`src/rtl/accel_pkg.sv`:
```
// accel_pkg: types and constants shared by the MAC pipeline and its drain
// controller.
//   ACC_W_DEF / OUT_W_DEF : default accumulator / requantized result widths
//   drain_state_t         : mac_drain FSM states
//   SAT_MAX / SAT_MIN     : saturation limits for an OUT_W_DEF-bit result
package accel_pkg;

  localparam int ACC_W_DEF = 32;
  localparam int OUT_W_DEF = 16;

  typedef enum logic [2:0] {
    IDLE,
    CLEAR,
    COUNT,
    DRAIN,
    CAPTURE
  } drain_state_t;

  localparam logic signed [OUT_W_DEF-1:0] SAT_MAX = {1'b0, {(OUT_W_DEF-1){1'b1}}};
  localparam logic signed [OUT_W_DEF-1:0] SAT_MIN = {1'b1, {(OUT_W_DEF-1){1'b0}}};

endpackage

```
`src/rtl/mac_drain_fifo.sv`:
```
// mac_drain_fifo: DEPTH x W synchronous FIFO holding requantized results.
//   clk, rst     : clock, asynchronous active-high reset (empties the FIFO)
//   push, wdata  : write request and data; ignored while full
//   pop          : read request; ignored while empty
//   rdata        : head entry (driven from registers only)
//   full, empty  : registered status flags
module mac_drain_fifo #(
  parameter int DEPTH = 4,
  parameter int W     = 16
) (
  input  logic         clk,
  input  logic         rst,
  input  logic         push,
  input  logic [W-1:0] wdata,
  input  logic         pop,
  output logic [W-1:0] rdata,
  output logic         full,
  output logic         empty
);

  localparam int AW = $clog2(DEPTH);

  logic [W-1:0]  mem [DEPTH];
  logic [AW-1:0] wr_ptr, rd_ptr;
  logic [AW:0]   count, count_n;
  logic          do_push, do_pop;

  // Push is gated by the registered full flag, so a pop on a full FIFO frees
  // the slot only for the following cycle.
  assign do_push = push && !full;
  assign do_pop  = pop && !empty;

  always_comb begin
    count_n = count;
    if (do_push && !do_pop) count_n = count + (AW+1)'(1);
    else if (do_pop && !do_push) count_n = count - (AW+1)'(1);
  end

  always_ff @(posedge clk or posedge rst) begin
    if (rst) begin
      wr_ptr <= '0;
      rd_ptr <= '0;
      count  <= '0;
      full   <= 1'b0;
      empty  <= 1'b1;
      for (int i = 0; i < DEPTH; i++) mem[i] <= '0;
    end else begin
      if (do_push) begin
        mem[wr_ptr] <= wdata;
        wr_ptr      <= wr_ptr + AW'(1);
      end
      if (do_pop) rd_ptr <= rd_ptr + AW'(1);
      count <= count_n;
      full  <= (count_n == (AW+1)'(DEPTH));
      empty <= (count_n == '0);
    end
  end

  assign rdata = mem[rd_ptr];

endmodule

```
`src/rtl/mac_drain.sv`:
```
// mac_drain: frames one dot-product job on a MAC core, then requantizes the
// accumulator and queues the result behind a valid/ready port.
//   clk, rst        : clock, asynchronous active-high reset
//   start           : job start pulse (IDLE only); len/shift/relu_en latched
//   mac_en_in       : MAC enable strobe, one beat per high cycle
//   acc_in          : signed MAC accumulator
//   mac_clr         : one-cycle clear pulse to the MAC
//   busy            : FSM not in IDLE
//   out_data/valid  : FIFO head, ready handshake with out_ready
//   sat_flag        : sticky saturation indicator for the current job
//
// state   | meaning
// IDLE    | waiting for start
// CLEAR   | mac_clr pulse
// COUNT   | counting MAC beats up to len
// DRAIN   | waiting PIPE_LAT cycles for the pipeline to flush
// CAPTURE | requantize acc_in and push; holds while the FIFO is full
module mac_drain
  import accel_pkg::*;
#(
  parameter int ACC_W    = ACC_W_DEF,
  parameter int OUT_W    = OUT_W_DEF,
  parameter int LEN_W    = 16,
  parameter int PIPE_LAT = 4,
  parameter int DEPTH    = 4
) (
  input  logic                    clk,
  input  logic                    rst,
  input  logic                    start,
  input  logic [LEN_W-1:0]        len,
  input  logic [4:0]              shift,
  input  logic                    relu_en,
  input  logic                    mac_en_in,
  input  logic signed [ACC_W-1:0] acc_in,
  output logic                    mac_clr,
  output logic                    busy,
  output logic signed [OUT_W-1:0] out_data,
  output logic                    out_valid,
  input  logic                    out_ready,
  output logic                    sat_flag
);

  localparam int WCNT_W = $clog2(PIPE_LAT + 1);

  localparam logic signed [ACC_W:0] GEN_HI = $signed({{(ACC_W-OUT_W+2){1'b0}}, {(OUT_W-1){1'b1}}});
  localparam logic signed [ACC_W:0] GEN_LO = $signed({{(ACC_W-OUT_W+2){1'b1}}, {(OUT_W-1){1'b0}}});
  localparam logic signed [ACC_W:0] SAT_HI = (OUT_W == OUT_W_DEF) ? (ACC_W+1)'(SAT_MAX) : GEN_HI;
  localparam logic signed [ACC_W:0] SAT_LO = (OUT_W == OUT_W_DEF) ? (ACC_W+1)'(SAT_MIN) : GEN_LO;

  drain_state_t state_q, state_d;

  logic [LEN_W-1:0]  len_q, bcnt_q;
  logic [4:0]        shift_q;
  logic              relu_q;
  logic [WCNT_W-1:0] wcnt_q;
  logic              push, fifo_full, fifo_empty;

  logic signed [ACC_W:0]   acc_x, rnd, sum, shr;
  logic signed [OUT_W-1:0] res;
  logic                    clamp;

  // Requantizer: round-half-up arithmetic shift in ACC_W+1 bits so the
  // rounding add cannot overflow, then optional ReLU and saturation.
  always_comb begin
    acc_x = {acc_in[ACC_W-1], acc_in};
    rnd   = '0;
    if (shift_q != 5'd0) rnd[shift_q - 5'd1] = 1'b1;
    sum   = acc_x + rnd;
    shr   = sum >>> shift_q;
    if (relu_q && shr < 0) shr = '0;
    clamp = 1'b0;
    if (shr > SAT_HI) begin
      res   = SAT_HI[OUT_W-1:0];
      clamp = 1'b1;
    end else if (shr < SAT_LO) begin
      res   = SAT_LO[OUT_W-1:0];
      clamp = 1'b1;
    end else begin
      res = shr[OUT_W-1:0];
    end
    if (len_q == '0) begin
      res   = '0;
      clamp = 1'b0;
    end
  end

  always_comb begin
    state_d = state_q;
    mac_clr = 1'b0;
    push    = 1'b0;
    case (state_q)
      IDLE:    if (start) state_d = CLEAR;
      CLEAR: begin
        mac_clr = 1'b1;
        state_d = (len_q == '0) ? DRAIN : COUNT;
      end
      COUNT:   if (mac_en_in && bcnt_q == len_q - LEN_W'(1)) state_d = DRAIN;
      DRAIN:   if (wcnt_q == '0) state_d = CAPTURE;
      CAPTURE: begin
        if (!fifo_full) begin
          push    = 1'b1;
          state_d = IDLE;
        end
      end
      default: state_d = IDLE;
    endcase
  end

  always_ff @(posedge clk or posedge rst) begin
    if (rst) state_q <= IDLE;
    else     state_q <= state_d;
  end

  always_ff @(posedge clk or posedge rst) begin
    if (rst) begin
      len_q    <= '0;
      shift_q  <= '0;
      relu_q   <= 1'b0;
      bcnt_q   <= '0;
      wcnt_q   <= '0;
      sat_flag <= 1'b0;
    end else begin
      if (state_q == IDLE && start) begin
        len_q    <= len;
        shift_q  <= shift;
        relu_q   <= relu_en;
        bcnt_q   <= '0;
        sat_flag <= 1'b0;
      end
      if (state_q == COUNT && mac_en_in) bcnt_q <= bcnt_q + LEN_W'(1);
      // Drain timer: loaded on entry, terminal count at zero.
      if (state_d == DRAIN && state_q != DRAIN) wcnt_q <= WCNT_W'(PIPE_LAT - 1);
      else if (state_q == DRAIN && wcnt_q != '0) wcnt_q <= wcnt_q - WCNT_W'(1);
      if (push && clamp) sat_flag <= 1'b1;
    end
  end

  mac_drain_fifo #(
    .DEPTH (DEPTH),
    .W     (OUT_W)
  ) u_fifo (
    .clk   (clk),
    .rst   (rst),
    .push  (push),
    .wdata (res),
    .pop   (out_ready),
    .rdata (out_data),
    .full  (fifo_full),
    .empty (fifo_empty)
  );

  assign out_valid = !fifo_empty;
  assign busy      = (state_q != IDLE);

endmodule

```
`config.mk`:
```
export PLATFORM = sky130hd
export DESIGN_NAME = mac_drain
export DESIGN_NICKNAME = d
export VERILOG_FILES = /design/src/rtl/accel_pkg.sv /design/src/rtl/mac_drain_fifo.sv /design/src/rtl/mac_drain.sv
export SDC_FILE = /design/constraint.sdc
export NUM_CORES = 1
export LEC_CHECK = 0
export ABC_AREA = 1
export CORE_ASPECT_RATIO = 0.75
export CORE_MARGIN = 4
export CORE_UTILIZATION = 50
export CTS_CLUSTER_SIZE = 16
export DETAILED_ROUTE_END_ITERATION = 12
export PLACE_DENSITY = 0.69
export SYNTH_ARGS = -nofsm -noshare
export SYNTH_HDL_FRONTEND = slang
export SYNTH_SLANG_ARGS = --single-unit
```
`constraint.sdc`:
```
create_clock -name clk -period 5.9 [get_ports clk]
set_input_delay 1.475 -clock clk [delete_from_list [all_inputs] [get_ports clk]]
set_output_delay 1.475 -clock clk [all_outputs]
set_load 0.01 [all_outputs]
```
# Word-level counts from Yosys, hierarchy flattened
# Cells that the tools add are included.
# Widths: inputs -> output; s select.
[word_totals]
out_inout_bits = 20
inputBits = 59
wordCells = 104
regBits = 118
[classes]
n_mux = 33
n_shift = 1
n_eq_ne = 8
add_sub_neg = 9
bitwise = 2
n_lt_le_gt_ge = 8
reduce_logical = 27
[op_table]
columns = ["op", "count"]
rows = [
  ["$mux 16", 8],
  ["$bwmux 64", 1],
  ["$add 32x33->33", 1],
  ["$gt 33x16->1 const B", 1],
  ["$lt 33x1->1 const B", 1],
  ["$lt 33x16->1 const B", 1],
  ["$mux 33", 1],
  ["$sshr 33x5->33", 1],
  ["$bmux 16 s2", 1],
  ["$demux 16 s2", 1],
  ["$mux 32", 1],
  ["$mux 3", 8],
  ["$add 16x1->16 const B", 1],
  ["$eq 16x16->1", 1],
  ["$logic_not 16->1", 1],
  ["$sub 16x1->16 const B", 1],
  ["$pmux 3 s5", 1],
  ["$logic_and 1x1->1", 13],
  ["$mux 1", 10],
  ["$eq 3x2->1 const B", 3],
  ["$logic_not 3->1", 3],
  ["$lt 5x7->1 const B", 1],
  ["$eq 3x3->1 const B", 2],
  ["$ge 3x3->1 const B", 2],
  ["14 further kinds", 23],
]

# Longest topological paths before layout
# Gate-level depths: netlist of the first run.
[depth]
word_depth = 17
depth_mapped = 41
mapped_depth_nobuf = 39

# Modules after synthesis
# Synthesis of the first run repeated with hierarchy kept, for this count alone.
[unflattened]
cells_unflattened = 1900
hier_area_um2 = 11551.1
[by_module_without_submodules]
columns = ["module", "area_per_inst_um2", "n_inst", "seq_area_each_um2", "cells_each"]
rows = [
  ["mac_drain", 8217.9, 1, 1126.1, 1512],
  ["mac_drain_fifo", 3333.2, 1, 1828.0, 388],
]

# Worst setup path before layout of the first run
# No wires, ideal clock.
[synth_timing]
kind = "in2reg"
start = "input acc_in[0]"
end = "register u_fifo.mem[0] (netlist name)"
arrival_time_ps = 4202
slack_ps = 1581
stages = 29
setup_time_ps = 117
n_path_buf = 1
t_required_ps = 5783
path_cell_list = "ha_1 -> inv_1 -> fa_1 -> inv_1 -> nand2_1 -> nand2_1 -> and2_1 -> nand2_1 -> nand3_1 -> nand2_1 -> nand3_1 -> nand3_1 -> nand3_1 -> nand3_1 -> nand2_1 -> inv_2 -> nand2_1 -> nand2_1 -> a21oi_2 -> nand2_1 -> nor2_1 -> nand2_1 -> nor2_1 -> nand2_1 -> nand3_4 -> buf_12 -> nand2_4 -> nand3_1 -> nand2_1"
[synth_between]
elab_chain_cells = 10
word_cells_on_any_way = 11
cone_classes = "add/sub (1); order compare (3); shift (1); mux (5); reduce/logical (1)"
[synth_lines]
columns = ["element", "line", "source"]
rows = [
  ["from (decl)", "mac_drain.sv:34", "input logic signed [ACC_W-1:0] acc_in,"],
  ["$add 32x33->33 (*)", "mac_drain.sv:68", "sum = acc_x + rnd;"],
  ["$sshr 33x5->33 (*)", "mac_drain.sv:69", "shr = sum >>> shift_q;"],
  ["$lt 33x1->1", "mac_drain.sv:70", "if (relu_q && shr < 0) shr = '0;"],
  ["$logic_and 1x1->1", "mac_drain.sv:70", ""],
  ["$mux 33 (*)", "mac_drain.sv:70", ""],
  ["$lt 33x16->1", "mac_drain.sv:75", "end else if (shr < SAT_LO) begin"],
  ["$mux 16", "mac_drain.sv:75", ""],
  ["$mux 16 (*)", "mac_drain.sv:72", "if (shr > SAT_HI) begin"],
  ["$mux 16 (*)", "mac_drain.sv:81", "if (len_q == '0) begin"],
  ["$bwmux 64 (*)", "mac_drain_fifo.sv:49", "mem[wr_ptr] <= wdata;"],
  ["to (signal, indexed assignment)", "mac_drain_fifo.sv:49", ""],
  ["to (decl)", "mac_drain_fifo.sv:23", "logic [W-1:0] mem [DEPTH];"],
]
# Every way passes the cells marked *; elsewhere a longest branch is shown, timed or not.
# A chain may end at the register's enable or synchronous reset.

# Worst setup path after layout of the first run
[layout_timing]
start = "register shift_q[2]"
end = "register u_fifo.mem[5] (netlist name)"
[layout_between]
elab_chain_cells = 16
word_cells_on_any_way = 19
cone_classes = "add/sub (2); order compare (5); shift (1); mux (8); reduce/logical (3)"
[layout_lines]
columns = ["element", "line", "source"]
rows = [
  ["from (decl)", "mac_drain.sv:53", "logic [4:0] shift_q;"],
  ["from (signal assigned)", "mac_drain.sv:125", "shift_q <= shift;"],
  ["$sub 5x1->5", "mac_drain.sv:67", "if (shift_q != 5'd0) rnd[shift_q - 5'd1] = 1'b1;"],
  ["$lt 5x7->1 (implied by the code) / $ge 5x1->1 (equally long branches)", "mac_drain.sv:67", ""],
  ["$logic_and 1x1->1 (implied by the code)", "mac_drain.sv:67", ""],
  ["$mux 1 (implied by the code)", "mac_drain.sv:67", ""],
  ["$demux 1 s5", "mac_drain.sv:67", ""],
  ["$mux 32", "mac_drain.sv:67", ""],
  ["$add 32x33->33", "mac_drain.sv:68", ""],
  ["$sshr 33x5->33 (*)", "mac_drain.sv:69", ""],
  ["$lt 33x1->1", "mac_drain.sv:70", ""],
  ["$logic_and 1x1->1", "mac_drain.sv:70", ""],
  ["$mux 33 (*)", "mac_drain.sv:70", ""],
  ["$lt 33x16->1", "mac_drain.sv:75", ""],
  ["$mux 16", "mac_drain.sv:75", ""],
  ["$mux 16 (*)", "mac_drain.sv:72", ""],
  ["$mux 16 (*)", "mac_drain.sv:81", ""],
  ["$bwmux 64 (*)", "mac_drain_fifo.sv:49", ""],
]
# Marks and branches as above.

==> run_results.csv, run 1 <==
group,metric,value,unit
outcome,outcome,"complete, no violations",
critical_path,critical_path_fanout_max,11,
synth,synth.yosys.seq_area_share,25.2,%
synth,synthCells,1953,
clock_tree,tritoncts_num_sinks,118,
clock_tree,cts_tree,"done",
global_routing,antenna_found_initial,0,
synth,syn-num-nets,2056,
sta,max_freq,186,MHz
sta,report.final.slew_viol_count,0,
clock_tree,cts.clk_slew.worst_paths,0.06,ns
synth,synth-edff-count,0,
sta,relSlewSlack,24.3,%
placement,numPlacedInstances,2280,
global_routing,grt_start_max_net_pins,62,
clock_tree,cts_htree_levels,4,
power_and_ir_drop,clk_network_pwr_share,36.4,%
critical_path,reg2reg_slack,0.53,ns
sta,worst_slew_pin_slew,1.14,ns
floorplan,floorplan.io_pins,79,
clock_tree,cts_buffer_count,17,
synth,ys_top_cells_by_count,"667 x sky130_fd_sc_hd__nand2_1, 334 x sky130_fd_sc_hd__nand3_1, 211 x sky130_fd_sc_hd__inv_1",
critical_path,timing.critical_path.arrival,5.66,ns
cells_and_area,finish.instance_area,13300,um^2
synth,synth-warning-count,0,
sta,rsz0062_at_grt,"false",
cells_and_area,finalNetCount,2102,
sta,min_period_over_period,90.9,%
floorplan,floorplan.die_area,26000,um^2
cells_and_area,register_area,2950,um^2
sta,finalHoldWorstSlack,0.479,ns
global_routing,gr-total-overflow,0,
power_and_ir_drop,p_seq_share,34.1,%
power_and_ir_drop,vdd_ir_drop_max,226,uV
floorplan,floorplan.core_area,23100,um^2
cells_and_area,fill_cells,2337,
cells_and_area,finish.utilization,57.6,%
synth,cells_taking_the_most_area_after_synthesis,"sky130_fd_sc_hd__dfrtp_1 25%, sky130_fd_sc_hd__nand2_1 21%, sky130_fd_sc_hd__nand3_1 14%",
synth,synth_top_cell_by_area,"sky130_fd_sc_hd__dfrtp_1",
power_and_ir_drop,switching_share,33.9,%
placement,detailedPlace.worstSlack,0.424,ns
critical_path,critical_path.startpoint_type,"flop",
clock_tree,clk_root_buffer_cell,"sky130_fd_sc_hd__clkbuf_16",
floorplan,die_w,185,um
synth,synthesis.area_per_instance,6.01,um^2
sta,setup-tns-final,0,ns
route,drcViolationCount,0,
cells_and_area,diodes,0,
clock_tree,cts_resized,0,
clock_tree,cts_max_path_buffers,2,
floorplan,num_rows,48,
worst_hold_path,worstHoldPathType,"reg2reg",
route,finalWirelength,36800,um
synth,yosysTopAreaCellShare,24.9,%
placement,finalWeightedCongestion,0.993,
critical_path,crit_path_end_kind,"flop",
flow_run,max_cap_violations,0,
synth,synth.most_common_cell,"sky130_fd_sc_hd__nand2_1",
global_routing,grt_use_total,28.4,%
clock_tree,clkLatencyLatePin,0.42,ns
global_routing,grt_pass1_vias,11400,
synth,synth.ff_latch_count,118,
sta,finalClockSkew,0.00952,ns
sta,setup_viol,0,
critical_path,cp_data_required_time,6.20,ns
sta,fin_crit,5.37,ns
route,detailedRoute.firstIterationViolations,1598,
power_and_ir_drop,power.internal,1.75,mW
placement,postPlaceCellArea,12700,um^2
clock_tree,post_cts_setup_buffers,0,
cells_and_area,area_growth,13.1,%
critical_path,critical-path-top-cell-by-count,"sky130_fd_sc_hd__nand2_1",
power_and_ir_drop,p_per_area,200,nW/um^2
placement,placement.io_buffers,78,
floorplan,initial_utilization,50.9,%
global_routing,grt_pass1_wl,60100,um
clock_tree,cts_hold_repair.buffers,0,
synth,synth_cell_types,53,
synth,syn-cell-area,11700,um^2
power_and_ir_drop,p_sw,0.900,mW
sta,hold_vio_cnt_final,0,
sta,worst_slack,0.535,ns
route,avgRoutedWirePerCell,15.9,um
critical_path,timing.critical_path.slowest_cell_delay,0.58,ns
critical_path,setup.worst_path.class,"reg2reg",
cells_and_area,multi_input_comb_area,7580,um^2
power_and_ir_drop,total_leakage_power,6.76,nW
route,route.antenna.remaining_nets,0,
cells_and_area,layoutNonFillerInstCount,2312,
power_and_ir_drop,finalPower,2.65,mW
cells_and_area,final_layout_size_suffix_gt1_share,8.15,%
synth,dominantRegCellSynth,"sky130_fd_sc_hd__dfrtp_1",
critical_path,critPathSlowestCell,"sky130_fd_sc_hd__dfrtp_1",
synth,synth-async-reset-ratio,100,%
route,vias_per_cell,5.55,
route,first_pass_iters,6,
power_and_ir_drop,share_comb_of_total_power,29.5,%
floorplan,vertical_extent_of_the_die,141,um
route,vias,12800,
placement,detailed_place_hpwl,28500,um
==> sequential cells by signal, indices dropped and copies added (netlist names) <==
name	count
len_q	16
u_fifo.count	3
u_fifo.wr_ptr	2
shift_q	5
bcnt_q	16
wcnt_q	3
u_fifo.empty	1
u_fifo.mem	64
sat_flag	1
u_fifo.full	1
relu_q	1
u_fifo.rd_ptr	2
state_q	3
==> power by group through the flow <==
stage | clock (mW) | combinational [mW] | sequential (mW)
3_3_place_gp | 0 | 0.765 | 0.916
6_report | 0.964 | 0.782 | 0.905
4_1_cts | 0.977 | 0.778 | 0.904
3_5_place_dp | 0 | 0.773 | 0.918
2_1_floorplan | 0 | 0.485 | 0.896
5_1_grt | 1.02 | 0.858 | 0.912
==> path summary, 6_finish.rpt <==
check                                    start               end  cells after the start
worst max-delay path                shift_q[2]     u_fifo.mem[5]                     34
worst min-delay path            u_fifo.mem[54]    u_fifo.mem[54]                      2
worst max register to register      shift_q[2]     u_fifo.mem[5]                     34
worst min register to register  u_fifo.mem[54]    u_fifo.mem[54]                      2
max in group asynchronous                  rst    u_fifo.mem[25]                      3
min in group asynchronous                  rst  u_fifo.rd_ptr[0]                      2
==> layer usage <==
layer | up-vias | GRT usage, % | wire length [um]
met5 | - | 0 | 0
met4 | 0 | 3.78 | 233
met3 | 26 | 6.91 | 3700
met2 | 516 | 38.2 | 14300
met1 | 5928 | 46.4 | 18500
li1 | 6357 | - | -
==> worst max-delay path, delay by kind of cell (launching register included) <==
family	cells	cell delay (ns)
simple gates	26	3.56
flops	1	0.58
buf+inv	5	0.42
compound gates	2	0.36
fa+ha+maj	1	0.32
==> placed cells by master, fill, tap and decap left out, drive strengths merged, types with 28 or more instances in the layout <==
cell type,netlist,layout
nand3,356,356
xor2,28,28
dfrtp,117,117
nand2,714,714
inv,231,231
ha,43,43
nor2,183,183
clkdlybuf4s50,0,78
o21ai,67,67
a21oi,38,38
==> logic make-up (layout without fill, tap and decap cells) <==
family	Yosys count	in the layout	share of synthesized area, %
simple gates	1302	1302	49.8
other cells	1	1	0.0319
buf+inv	303	362	10.4
fa+ha+maj	44	44	4.75
flops	118	118	25.2
xor+xnor	38	38	2.83
compound gates	145	145	6.87
mux	2	2	0.181
==> layout make-up <==
cell class	instances	share of cell area (%)
multi-input cells	1532	57.1
flip-flops and latches	118	22.2
repair buffers	95	7.03
inverters	235	6.70
clock buffers	19	3.33
well taps	300	2.83
clock inverters	13	0.820
(Power assumes the default switching activity.)
==> run 2: changes to the inputs <==
--- a/config.mk
+++ b/config.mk
@@ -12,6 +12,7 @@
 export CTS_CLUSTER_SIZE = 16
 export DETAILED_ROUTE_END_ITERATION = 12
 export PLACE_DENSITY = 0.69
+export SLEW_MARGIN = 20
 export SYNTH_ARGS = -nofsm -noshare
 export SYNTH_HDL_FRONTEND = slang
 export SYNTH_SLANG_ARGS = --single-unit
==> run 2 against run 1 <==
  * Power barely moved
  * Routed wire length is 0.23% higher
  * Critical path depth unchanged
  * Via count about the same
  * Sequential power about the same
  * Critical path type unchanged
  * Critical endpoint unchanged
==> run_results.csv, run 2 (synthesis gave the netlist of run 1 again) <==
group,metric,value,unit
floorplan,num_rows,48,
flow_run,max_cap_violations,0,
sta,relSlewSlack,27.3,%
power_and_ir_drop,p_per_area,200,nW/um^2
clock_tree,cts_htree_levels,4,
worst_hold_path,worstHoldPathType,"reg2reg",
power_and_ir_drop,vdd_ir_drop_max,225,uV
critical_path,cp_data_required_time,6.20,ns
critical_path,critical_path_fanout_max,11,
clock_tree,clkLatencyLatePin,0.42,ns
cells_and_area,diodes,0,
critical_path,r2r_depth,34,
cells_and_area,mostFrequentLayoutCells,"667 x sky130_fd_sc_hd__nand2_1, 334 x sky130_fd_sc_hd__nand3_1, 210 x sky130_fd_sc_hd__inv_1",
cells_and_area,final_layout_size_suffix_gt1_share,8.15,%
outcome,outcome,"complete, no violations",
worst_hold_path,critical_hold_path_startpoint,"u_fifo.mem[45]",
critical_path,worstReg2RegStart,"shift_q[2]",
route,avgRoutedWirePerCell,16.0,um
critical_path,r2r-end,"u_fifo.mem[5]",
cells_and_area,area_growth,13.1,%
power_and_ir_drop,total_leakage_power,6.76,nW
route,finalWirelength,36900,um
floorplan,die_w,185,um
critical_path,worstPathBufferInverterCount,5,
clock_tree,cts_resized,0,
critical_path,critPathSlowestCell,"sky130_fd_sc_hd__dfrtp_1",
global_routing,gr-total-overflow,0,
floorplan,initial_utilization,50.9,%
placement,finalWeightedCongestion,0.993,
clock_tree,tritoncts_num_sinks,118,
global_routing,antenna_found_initial,0,
sta,fin_crit,5.40,ns
route,vias,12800,
global_routing,grt_pass1_vias,11400,
clock_tree,clk_root_buffer_cell,"sky130_fd_sc_hd__clkbuf_16",
clock_tree,post_cts_setup_buffers,0,
power_and_ir_drop,p_sw,0.902,mW
critical_path,timing.critical_path.slowest_cell_delay,0.57,ns
critical_path,startpoint,"shift_q[2]",
placement,detailed_place_hpwl,28500,um
critical_path,setup.worst_path.class,"reg2reg",
critical_path,critical-path-top-delay-family,"simple AND/OR/NAND/NOR gates",
clock_tree,cts_buffer_count,17,
power_and_ir_drop,share_comb_of_total_power,29.5,%
critical_path,critical-path-top-cell-by-count,"sky130_fd_sc_hd__nand2_1",
placement,postPlaceCellArea,12700,um^2
cells_and_area,largest_register_ffs,64,
route,first_pass_iters,7,
sta,rsz0062_at_grt,"false",
sta,setup_viol,0,
floorplan,vertical_extent_of_the_die,141,um
sta,report.final.slew_viol_count,0,
placement,placement.io_buffers,78,
critical_path,crit_path_end_kind,"flop",
clock_tree,cts_hold_repair.buffers,0,
sta,worst_slew_pin_slew,1.09,ns
cells_and_area,top_regs,"u_fifo.mem: 64 flops, bcnt_q: 16 flops, len_q: 16 flops",
cells_and_area,top_register,"u_fifo.mem",
sta,max_freq,185,MHz
cells_and_area,finalNetCount,2102,
route,route.antenna.remaining_nets,0,
sta,setup-tns-final,0,ns
clock_tree,cts_tree,"done",
sta,finalClockSkew,0.00979,ns
critical_path,timing.critical_path.arrival,5.70,ns
clock_tree,cts.clk_slew.worst_paths,0.06,ns
sta,min_period_over_period,91.5,%
global_routing,grt_use_total,28.4,%
worst_hold_path,min_to,"u_fifo.mem[45]",
power_and_ir_drop,finalPower,2.65,mW
critical_path,critical_path.startpoint_type,"flop",
power_and_ir_drop,power.internal,1.75,mW
critical_path,reg2reg_slack,0.50,ns
power_and_ir_drop,clk_network_pwr_share,36.4,%
global_routing,grt_start_max_net_pins,62,
route,drcViolationCount,0,
power_and_ir_drop,switching_share,34.0,%
route,detailedRoute.firstIterationViolations,1531,
worst_hold_path,hold_depth,2,
cells_and_area,finish.instance_area,13300,um^2
floorplan,floorplan.core_area,23100,um^2
floorplan,floorplan.die_area,26000,um^2
cells_and_area,final_common_cell,"sky130_fd_sc_hd__nand2_1",
power_and_ir_drop,p_seq_share,34.1,%
clock_tree,cts_max_path_buffers,2,
cells_and_area,fill_cells,2335,
route,vias_per_cell,5.55,
floorplan,floorplan.io_pins,79,
global_routing,grt_pass1_wl,60100,um
sta,hold_vio_cnt_final,0,
run 2: power by group through the flow:
stage | Clock, mW | Sequential, mW | Combinational [mW]
after floorplan | 0 | 0.896 | 0.485
after CTS | 0.977 | 0.904 | 0.778
final | 0.965 | 0.905 | 0.783
after global placement | 0 | 0.916 | 0.765
after global routing | 1.02 | 0.912 | 0.858
after detailed placement | 0 | 0.918 | 0.773
run 2: how the worst max path moves through the flow:
| stage | end | slack, ns | cells past startpoint |
|---|---|---|---|
| 2_1_floorplan | bcnt_q[0] | 1.30 | 1 |
| 3_3_place_gp | u_fifo.mem[2] | 0.45 | 29 |
| 3_5_place_dp | u_fifo.mem[5] | 0.42 | 30 |
| 4_1_cts | u_fifo.mem[5] | 0.58 | 33 |
| 5_1_grt | u_fifo.mem[52] | 0.09 | 37 |
| 6_report | u_fifo.mem[5] | 0.50 | 34 |
run 2: area by class of cell:
cell class | instances | area, um^2 | area share, %
inverters | 235 | 890 | 6.70
repair buffers | 95 | 933 | 7.03
well taps | 300 | 375 | 2.83
clock inverters | 13 | 109 | 0.819
multi-input cells | 1532 | 7580 | 57.1
clock buffers | 19 | 443 | 3.33
flip-flops and latches | 118 | 2950 | 22.2
run 2: metrics by stage:
step	hold WS, ns	setup slack [ns]	util (%)	std cells
after floorplan	0.444	1.30	-	1953
after global placement	0.459	0.454	55.2	2280
after detailed placement	0.462	0.424	55.2	2280
after CTS	0.478	0.585	57.6	2312
after global routing	0.491	0.0851	57.6	2312
final	0.476	0.503	57.6	2312
run 2: worst min-delay path, stage by stage, from the launching register on:
cell	delay [ns]
sky130_fd_sc_hd__dfrtp_1	0.34
sky130_fd_sc_hd__nand2_1	0.05
sky130_fd_sc_hd__nand2_1	0.05
run 2: routing by layer:
| layer | GRT usage [%] | vias to the layer above | part of all wire [%] |
|---|---|---|---|
| met4 | 3.78 | 0 | 0.68 |
| met2 | 38.2 | 538 | 39 |
| met1 | 46.4 | 5907 | 50 |
| li1 | - | 6355 | - |
| met5 | 0 | - | 0 |
| met3 | 6.91 | 36 | 10 |
